<file path="src/rtl/median_pkg.sv">
// Shared types and constants for the median_rank_filter block.
// The optional rank-select feature is enabled by defining MEDIAN_RANK_SEL_EN.
package median_pkg;

  typedef enum logic [1:0] {
    IDLE = 2'd0,
    SORT = 2'd1,
    DONE = 2'd2
  } state_e;

  localparam int MIN_WIN = 3;
  localparam int MAX_WIN = 25;

  // Position of the median in an ascending window of odd length win.
  function automatic int medpos(input int win);
    return (win - 1) / 2;
  endfunction

endpackage

</file>
<file path="src/rtl/median_rank_filter_cmp_swap.sv">
// Combinational compare-swap cell: lo/hi of two unsigned samples.
// Inputs are passed straight through unless a > b, so equal values never move.
module cmp_swap #(
  parameter int DATA_W = 8
) (
  input  logic [DATA_W-1:0] a,
  input  logic [DATA_W-1:0] b,
  output logic [DATA_W-1:0] lo,
  output logic [DATA_W-1:0] hi
);

  logic w_swap;

  assign w_swap = (a > b);
  assign lo     = w_swap ? b : a;
  assign hi     = w_swap ? a : b;

endmodule

</file>
<file path="src/rtl/median_rank_filter.sv">
// Rank-order filter: accepts one window of WIN unsigned samples, sorts it
// with a sequential odd-even transposition network (one phase per clock)
// and returns the sample at the selected rank.
// Define MEDIAN_RANK_SEL_EN to add the rank_i port; otherwise the block is a
// fixed median filter.
module median_rank_filter
  import median_pkg::*;
#(
  parameter int DATA_W = 8,
  parameter int WIN    = 9,
  parameter int RANK_W = $clog2(WIN)
) (
  input  logic                  clk,
  input  logic                  rst_n,
  input  logic                  clr,
  input  logic                  in_valid,
  output logic                  in_ready,
  input  logic [WIN*DATA_W-1:0] in_data,
`ifdef MEDIAN_RANK_SEL_EN
  input  logic [RANK_W-1:0]     rank_i,
`endif
  output logic                  out_valid,
  input  logic                  out_ready,
  output logic [DATA_W-1:0]     out_data,
  output logic                  busy
);

  localparam int PH_W  = $clog2(WIN);
  localparam int NPAIR = WIN / 2;
  localparam int MED   = medpos(WIN);

  localparam logic [PH_W-1:0]   LAST_PH  = PH_W'(WIN - 1);
  localparam logic [RANK_W-1:0] MAX_RANK = RANK_W'(WIN - 1);
  localparam logic [RANK_W-1:0] MED_RANK = RANK_W'(MED);

  // Reject window lengths the network is not built for.
  if ((WIN % 2) == 0 || WIN < MIN_WIN || WIN > MAX_WIN) begin : g_bad_win
    $fatal(1, "median_rank_filter: WIN must be odd and within 3..25");
  end

  state_e            r_state;
  logic [PH_W-1:0]   r_phase;
  logic              r_out_valid;
  logic [DATA_W-1:0] r_out_data;
  logic [DATA_W-1:0] r_arr  [WIN];

  logic [DATA_W-1:0] w_even [WIN];
  logic [DATA_W-1:0] w_odd  [WIN];
  logic [DATA_W-1:0] w_next [WIN];
  logic [RANK_W-1:0] w_rank;
  logic              w_accept;

`ifdef MEDIAN_RANK_SEL_EN
  logic [RANK_W-1:0] r_rank;
  logic [RANK_W-1:0] w_rank_clamped;

  // Out-of-range requests saturate at the maximum.
  assign w_rank_clamped = (rank_i > MAX_RANK) ? MAX_RANK : rank_i;
  assign w_rank         = r_rank;
`else
  assign w_rank = MED_RANK;
`endif

  // Even phase: pairs (0,1),(2,3)...; the last lane has no partner.
  for (genvar i = 0; i < NPAIR; i++) begin : g_even
    cmp_swap #(.DATA_W(DATA_W)) u_cs (
      .a  (r_arr[2*i]),
      .b  (r_arr[2*i+1]),
      .lo (w_even[2*i]),
      .hi (w_even[2*i+1])
    );
  end
  assign w_even[WIN-1] = r_arr[WIN-1];

  // Odd phase: pairs (1,2),(3,4)...; lane 0 has no partner.
  for (genvar i = 0; i < NPAIR; i++) begin : g_odd
    cmp_swap #(.DATA_W(DATA_W)) u_cs (
      .a  (r_arr[2*i+1]),
      .b  (r_arr[2*i+2]),
      .lo (w_odd[2*i+1]),
      .hi (w_odd[2*i+2])
    );
  end
  assign w_odd[0] = r_arr[0];

  // Select the compare-swap set matching the current phase parity.
  always_comb begin
    for (int k = 0; k < WIN; k++) begin
      w_next[k] = r_phase[0] ? w_odd[k] : w_even[k];
    end
  end

  assign in_ready  = (r_state == IDLE);
  assign busy      = (r_state != IDLE);
  assign w_accept  = in_valid && in_ready;
  assign out_valid = r_out_valid;
  assign out_data  = r_out_data;

  // Control FSM, sample array, phase counter and registered result.
  // NOTE: every register here uses <= so all state updates see the values
  // from before the edge, independent of statement order.
  always_ff @(posedge clk or negedge rst_n) begin
    if (!rst_n) begin
      r_state     <= IDLE;
      r_phase     <= '0;
      r_out_valid <= 1'b0;
      r_out_data  <= '0;
      // NOTE: the sample array is small register storage, not a RAM, so it
      // is cleared by reset like the rest of the state.
      for (int k = 0; k < WIN; k++) begin
        r_arr[k] <= '0;
      end
`ifdef MEDIAN_RANK_SEL_EN
      r_rank      <= MED_RANK;
`endif
    end else if (clr) begin
      // Abort wins over every transition; the array keeps its contents.
      r_state     <= IDLE;
      r_out_valid <= 1'b0;
    end else begin
      case (r_state)
        IDLE: begin
          if (w_accept) begin
            for (int k = 0; k < WIN; k++) begin
              r_arr[k] <= in_data[k*DATA_W +: DATA_W];
            end
`ifdef MEDIAN_RANK_SEL_EN
            r_rank  <= w_rank_clamped;
`endif
            r_phase <= '0;
            r_state <= SORT;
          end
        end
        SORT: begin
          r_arr <= w_next;
          if (r_phase == LAST_PH) begin
            r_state     <= DONE;
            r_out_valid <= 1'b1;
            r_out_data  <= w_next[w_rank];
          end else begin
            r_phase <= r_phase + PH_W'(1);
          end
        end
        DONE: begin
          if (out_ready) begin
            r_out_valid <= 1'b0;
            r_state     <= IDLE;
          end
        end
        default: begin
          r_state     <= IDLE;
          r_out_valid <= 1'b0;
        end
      endcase
    end
  end

endmodule
</file>
<file path="config.mk">
export PLATFORM = sky130hd
export DESIGN_NAME = median_rank_filter
export DESIGN_NICKNAME = d
export VERILOG_FILES = /design/src/rtl/median_pkg.sv /design/src/rtl/median_rank_filter_cmp_swap.sv /design/src/rtl/median_rank_filter.sv
export SDC_FILE = /design/constraint.sdc
export NUM_CORES = 1
export LEC_CHECK = 0
export ABC_AREA = 1
export BUFFER_PORTS_ARGS = -buffer_cell sky130_fd_sc_hd__buf_2
export CORE_ASPECT_RATIO = 1.4
export CORE_MARGIN = 2
export CORE_UTILIZATION = 50
export CTS_BUF_LIST = sky130_fd_sc_hd__clkbuf_16
export DETAILED_ROUTE_END_ITERATION = 10
export GPL_TIMING_DRIVEN = 0
export PLACE_DENSITY = 0.81
export SLEW_MARGIN = 10
export SYNTH_ARGS = -nofsm -noshare
export SYNTH_HDL_FRONTEND = slang
export SYNTH_SLANG_ARGS = --single-unit
</file>
<file path="constraint.sdc">
create_clock -name clk -period 3.89 [get_ports clk]
set_clock_uncertainty 0.15 [all_clocks]
set_input_delay 0.778 -clock clk [delete_from_list [all_inputs] [get_ports clk]]
set_output_delay 0.778 -clock clk [all_outputs]
set_load 0.02 [all_outputs]
</file>
Word level (Yosys, flattened, before mapping)
Cells that the tools add are included.

cells by class
  add/subtract/negate cells = 1
  magnitude comparators = 8
  eq/ne operators = 21
  mux-type cells = 39
  bitwise gates (word level) = 1
  reductions and logical operators = 17

operator list
  kind                   number
  $mux W8                25
  $pmux W72 S2           1
  $mux W72               1
  $gt A8 B8 Y1           8
  $reduce_and A5 Y1      8
  $ne A3 B2 Y1 const B   9
  $reduce_and A3 Y1      4
  $mux W2                4
  $mux W4                2
  $ne A2 B2 Y1 const B   4
  $pmux W4 S2            1
  $ne A2 B1 Y1 const B   3
  $ne A3 B3 Y1 const B   2
  $pmux W2 S3            1
  $add A4 B1 Y4 const B  1
  $eq A4 B4 Y1 const B   1
  $reduce_and A4 Y1      1
  $reduce_bool A2 Y1     2
  $mux W1                3
  $pmux W1 S3            1
  $eq A2 B1 Y1 const B   1
  $eq A2 B2 Y1 const B   1
  $logic_not A2 Y1       1
  $logic_and A1 B1 Y1    1
  $not A1 Y1             1

word-level totals
  bits in registers = 87
  input port bits = 77
  word-level logic and storage cells = 100

Longest topological paths before layout
  word-level depth = 5
  depth in mapped cells = 15
  depth with buffers taken out = 15

By module
From an unflattened synthesis, not the netlist that was laid out.

unflattened totals
  cells, all modules = 1,432
  area, all modules = 9,506.6 sq um

by module, submodules not included
  module              times used  cells an instance  area each (sq um)  seq. area each (sq um)
  median_rank_filter  1           736                5,172.5            2,177.1
  cmp_swap            8           87                 541.8              0.0

Least setup slack after synthesis
Ideal clock, no wire load.

  kind = input to register
  from = input port clr
  to = register r_arr[22] (netlist bit)
  library setup time = 122 ps
  data arrival time = 1,835 ps
  data required time = 3,618 ps
  path slack = 1,783 ps
  cell stages on the path = 9
  path buffers = 1
  cell sequence = nor2_1 -> nand2_4 -> inv_2 -> o21ai_2 -> o21ai_4 -> nand2_4 -> buf_6 -> nand2_1 -> o21ai_1

between the ends
  longest elaborated chain between the ends = 2

RTL lines
  item                           line                       RTL
  start, declared                median_rank_filter.sv:15   input logic clr,
  $not A1 Y1 (no line)           -
  $reduce_and A5 Y1 (no line)    -
  end signal, assigned by index  median_rank_filter.sv:125  r_arr[k] <= in_data[k*DATA_W +: DATA_W];
  end signal, assigned           median_rank_filter.sv:135  r_arr <= w_next;
  end, declared                  median_rank_filter.sv:45   logic [DATA_W-1:0] r_arr [WIN];

No other way between the ends.
A chain may end at the register's enable or synchronous reset.

Final worst setup path
  from = register r_phase[0]
  to = register r_out_data[6] (netlist: out_data[6])

between the ends
  longest elaborated chain between the ends = 2
  elaborated cells between the ends (all ways) = 3

RTL lines
  item                         line                       RTL
  start, declared              median_rank_filter.sv:42   logic [PH_W-1:0] r_phase;
  start signal, assigned       median_rank_filter.sv:141  r_phase <= r_phase + PH_W'(1);
  $eq A4 B4 Y1                 median_rank_filter.sv:136  if (r_phase == LAST_PH) begin
  $reduce_and A3 Y1 (no line)  -
  end signal, assigned         median_rank_filter.sv:139  r_out_data <= w_next[w_rank];
  end, declared                median_rank_filter.sv:44   logic [DATA_W-1:0] r_out_data;

Parallel ways exist; a longest one is shown, timed or not.

==> results.toml <==
[pwr]
vdd_drop_max_uv = 293
p_sw_share_pct = 50.3
seqPwrFrac_pct = 28.8
internal_power_mw = 2.86
totalPowerFinal_mw = 5.74
pwr-share-clk_pct = 14.3
p_sw_mw = 2.89
leakagePower_nw = 3.92
combPwrFrac_pct = 56.9
power_density_nw_per_um2 = 788

[floorplanning]
die_area_um2 = 13700
die_y_um = 137
core_area_um2 = 12400
initial_utilization_pct = 51.4
num_io_pins = 88
die_x_um = 99.3
placementRows = 48

[logic_synthesis]
synthMuxAreaShare_pct = 0
synth_top_area_share_pct = 34.2
synth_warnings = 0
synthCells = 886
synth_compound_area_share_pct = 13.9
synthSimpleGateAreaFrac_pct = 31.2
syn-num-nets = 1029
synth_seq_cells = 87
ys.flop_type = "dfrtp_1"
synth_top_family_by_area = "simple AND/OR/NAND/NOR gates"
async_reset_ff_share_pct = 100
yosys-top-cells-area = "dfrtp_1 (34%), nand2_1 (18%), ha_1 (13%)"
syn_area_um2 = 6360
synth-xor-area-share_pct = 0.138
synthAdderAreaFrac_pct = 13.0
ys_seq_area_share_pct = 34.2
synthMostInstantiatedCell = "nand2_1"
yosysTopAreaCell = "dfrtp_1"
avgSynthCellArea_um2 = 7.18
synth_cell_types = 37
synth_edf_count = 0
ys_top_cells_by_count = "nand2_1 (304), inv_1 (90), nand3_1 (88)"

[worst_setup_path]
critPathCaptureType = "flop"
r2r-end = "out_data[6]"
ff2ff_path_depth = 8
cp_max_fo = 10
crit_start = "r_phase[0]"
worst_setup_path_start_kind = "flop"
ff2ff_setup_slack_ns = 1.33
critPathArrivalTime_ns = 2.64
worstSetupPathType = "flop to flop"
r2r_start = "r_phase[0]"
required_ns = 3.97

[sta]
worst_pin_slew_ns = 0.668
drv_slew = 0
final_hold_viol_count = 0
slew_headroom_pct = 55.4
holdWs_ns = 0.242
tns_ns = 0
clock.fmax_mhz = 391
setup_viol = 0
fin_crit_ns = 2.56
fin_crit_sh_pct = 65.7
rsz0062_at_grt = "no"

[clocking]
htreeDepth = 3
ctsResizeCount = 0
clockRootBuffer = "clkbuf_16"
cts_tree = "done"
clk_path_buf_depth = 2
clk_pin_slew_ns = 0.07
post_cts_buffers = 0
clock_sinks = 87
ctsHoldBuffers = 0
clkLatencyLatePin_ns = 0.35
cts_buffers = 9

[final_layout]
final_net_count = 1128
stdcell_count = 1139
syn_to_final_growth_pct = 14.6
n_fill_cell = 1167
layout.area.seq_um2 = 2180
n_antenna_cell = 0
multi_input_area_um2 = 3710
final_layout_size_suffix_gt1_share_pct = 13.8

[job]
maxCapViolations = 0

[grt]
overflow = 0
grt_pass1_wl_um = 30000
grtUsageTotal_pct = 28.1
antenna_found_initial = 0
grt_max_degree = 55
grt_pass1_vias = 6218

[drt]
routedWlPerCell_um = 16.7
avgViaCountPerCell = 5.77
ant_nets = 0
drtIter0Drc = 542
vias = 6574
drc = 0
drtPass1Iterations = 5
routed_wl_um = 19000

[place]
dp_hpwl_um = 14800
place_congestion = 0.940
io_buffer_count = 87
placed_cells = 1124

[status]
status = "completed"

[worst_hold_path]
hold_class = "input port to async pin"
## registers in the layout, indices dropped and copies added (netlist names)
register	count
out_valid	1
r_arr	72
r_phase	4
r_state	2
out_data	8
## layout make-up
| class | count | area share [%] |
|---|---|---|
| Multi-Input combinational cell | 678 | 50.9 |
| Sequential cell | 87 | 29.9 |
| Timing Repair Buffer | 88 | 6.39 |
| Inverter | 97 | 5.00 |
| Clock buffer | 9 | 3.09 |
| Tap cell | 150 | 2.58 |
| Buffer | 24 | 1.53 |
| Clock inverter | 6 | 0.652 |
## power groups by stage
stage	Clock, mW	Sequential, mW	Combinational, mW
2_1_floorplan	0	1.56	2.38
3_3_place_gp	0	1.65	3.08
3_5_place_dp	0	1.65	3.20
4_1_cts	0.822	1.64	3.22
5_1_grt	0.859	1.69	3.73
6_report	0.821	1.66	3.27
## kinds of logic (layout without fill, tap and decap cells)
| kind of cell | Yosys count | in the layout |
|---|---|---|
| buf+inv | 121 | 224 |
| fa+ha+maj | 66 | 66 |
| compound gates | 142 | 142 |
| xor+xnor | 1 | 1 |
| simple gates | 469 | 469 |
| flops | 87 | 87 |
## layout by cell type (no fill, tap or decap), types with 4 or more instances in the layout
cell / instances
nand2_1: 304
nand4_1: 4
nor2_1: 51
o21ai_1: 12
nand2_2: 6
o21a_1: 4
clkbuf_1: 17
ha_1: 66
o221ai_1: 16
a221oi_1: 16
a21oi_1: 37
nand3_1: 88
o21ai_0: 42
dfrtp_1: 87
nand2_4: 4
buf_2: 88
o211ai_1: 10
nor2_2: 4
clkinvlp_4: 4
clkbuf_16: 9
inv_2: 6
inv_1: 90
## layer usage
metal,vias to the layer above,GRT usage (%),wire length (µm)
met5,-,0,0
met2,281,47.8,9330
li1,3151,-,-
met1,3087,34.8,7720
met3,55,3.81,1300
met4,0,14.2,675
## worst max path at each step
| stage | endpoint | slack (ns) | cells after the start |
|---|---|---|---|
| after floorplan | r_arr[22] | 1.78 | 9 |
| after global placement | r_arr[37] | 1.08 | 1 |
| after detailed placement | r_arr[12] | 1.30 | 9 |
| after CTS | out_data[1] | 1.36 | 8 |
| after global routing | out_data[0] | 1.13 | 8 |
| final | out_data[6] | 1.33 | 8 |
## through the flow
step / utilization, % / cell area, µm² / setup slack (ns)
finish: 58.9 / 7290 / 1.33
global route: 58.9 / 7290 / 1.13
CTS: 58.9 / 7290 / 1.36
detailed placement: 56.7 / 7020 / 1.30
global placement: 56.5 / 6990 / 1.08
floorplan: - / 6360 / 1.78
## critical path, stage by stage (launching register included)
cell and delay [ns]:
dfrtp_1 0.44, inv_1 0.19, clkbuf_1 0.45, ha_1 0.27
nand3_1 0.10, nor2_2 0.32, clkinv_1 0.32, nand2_1 0.14
nand2_1 0.06
Note: power is estimated with default switching activity, not from simulation.
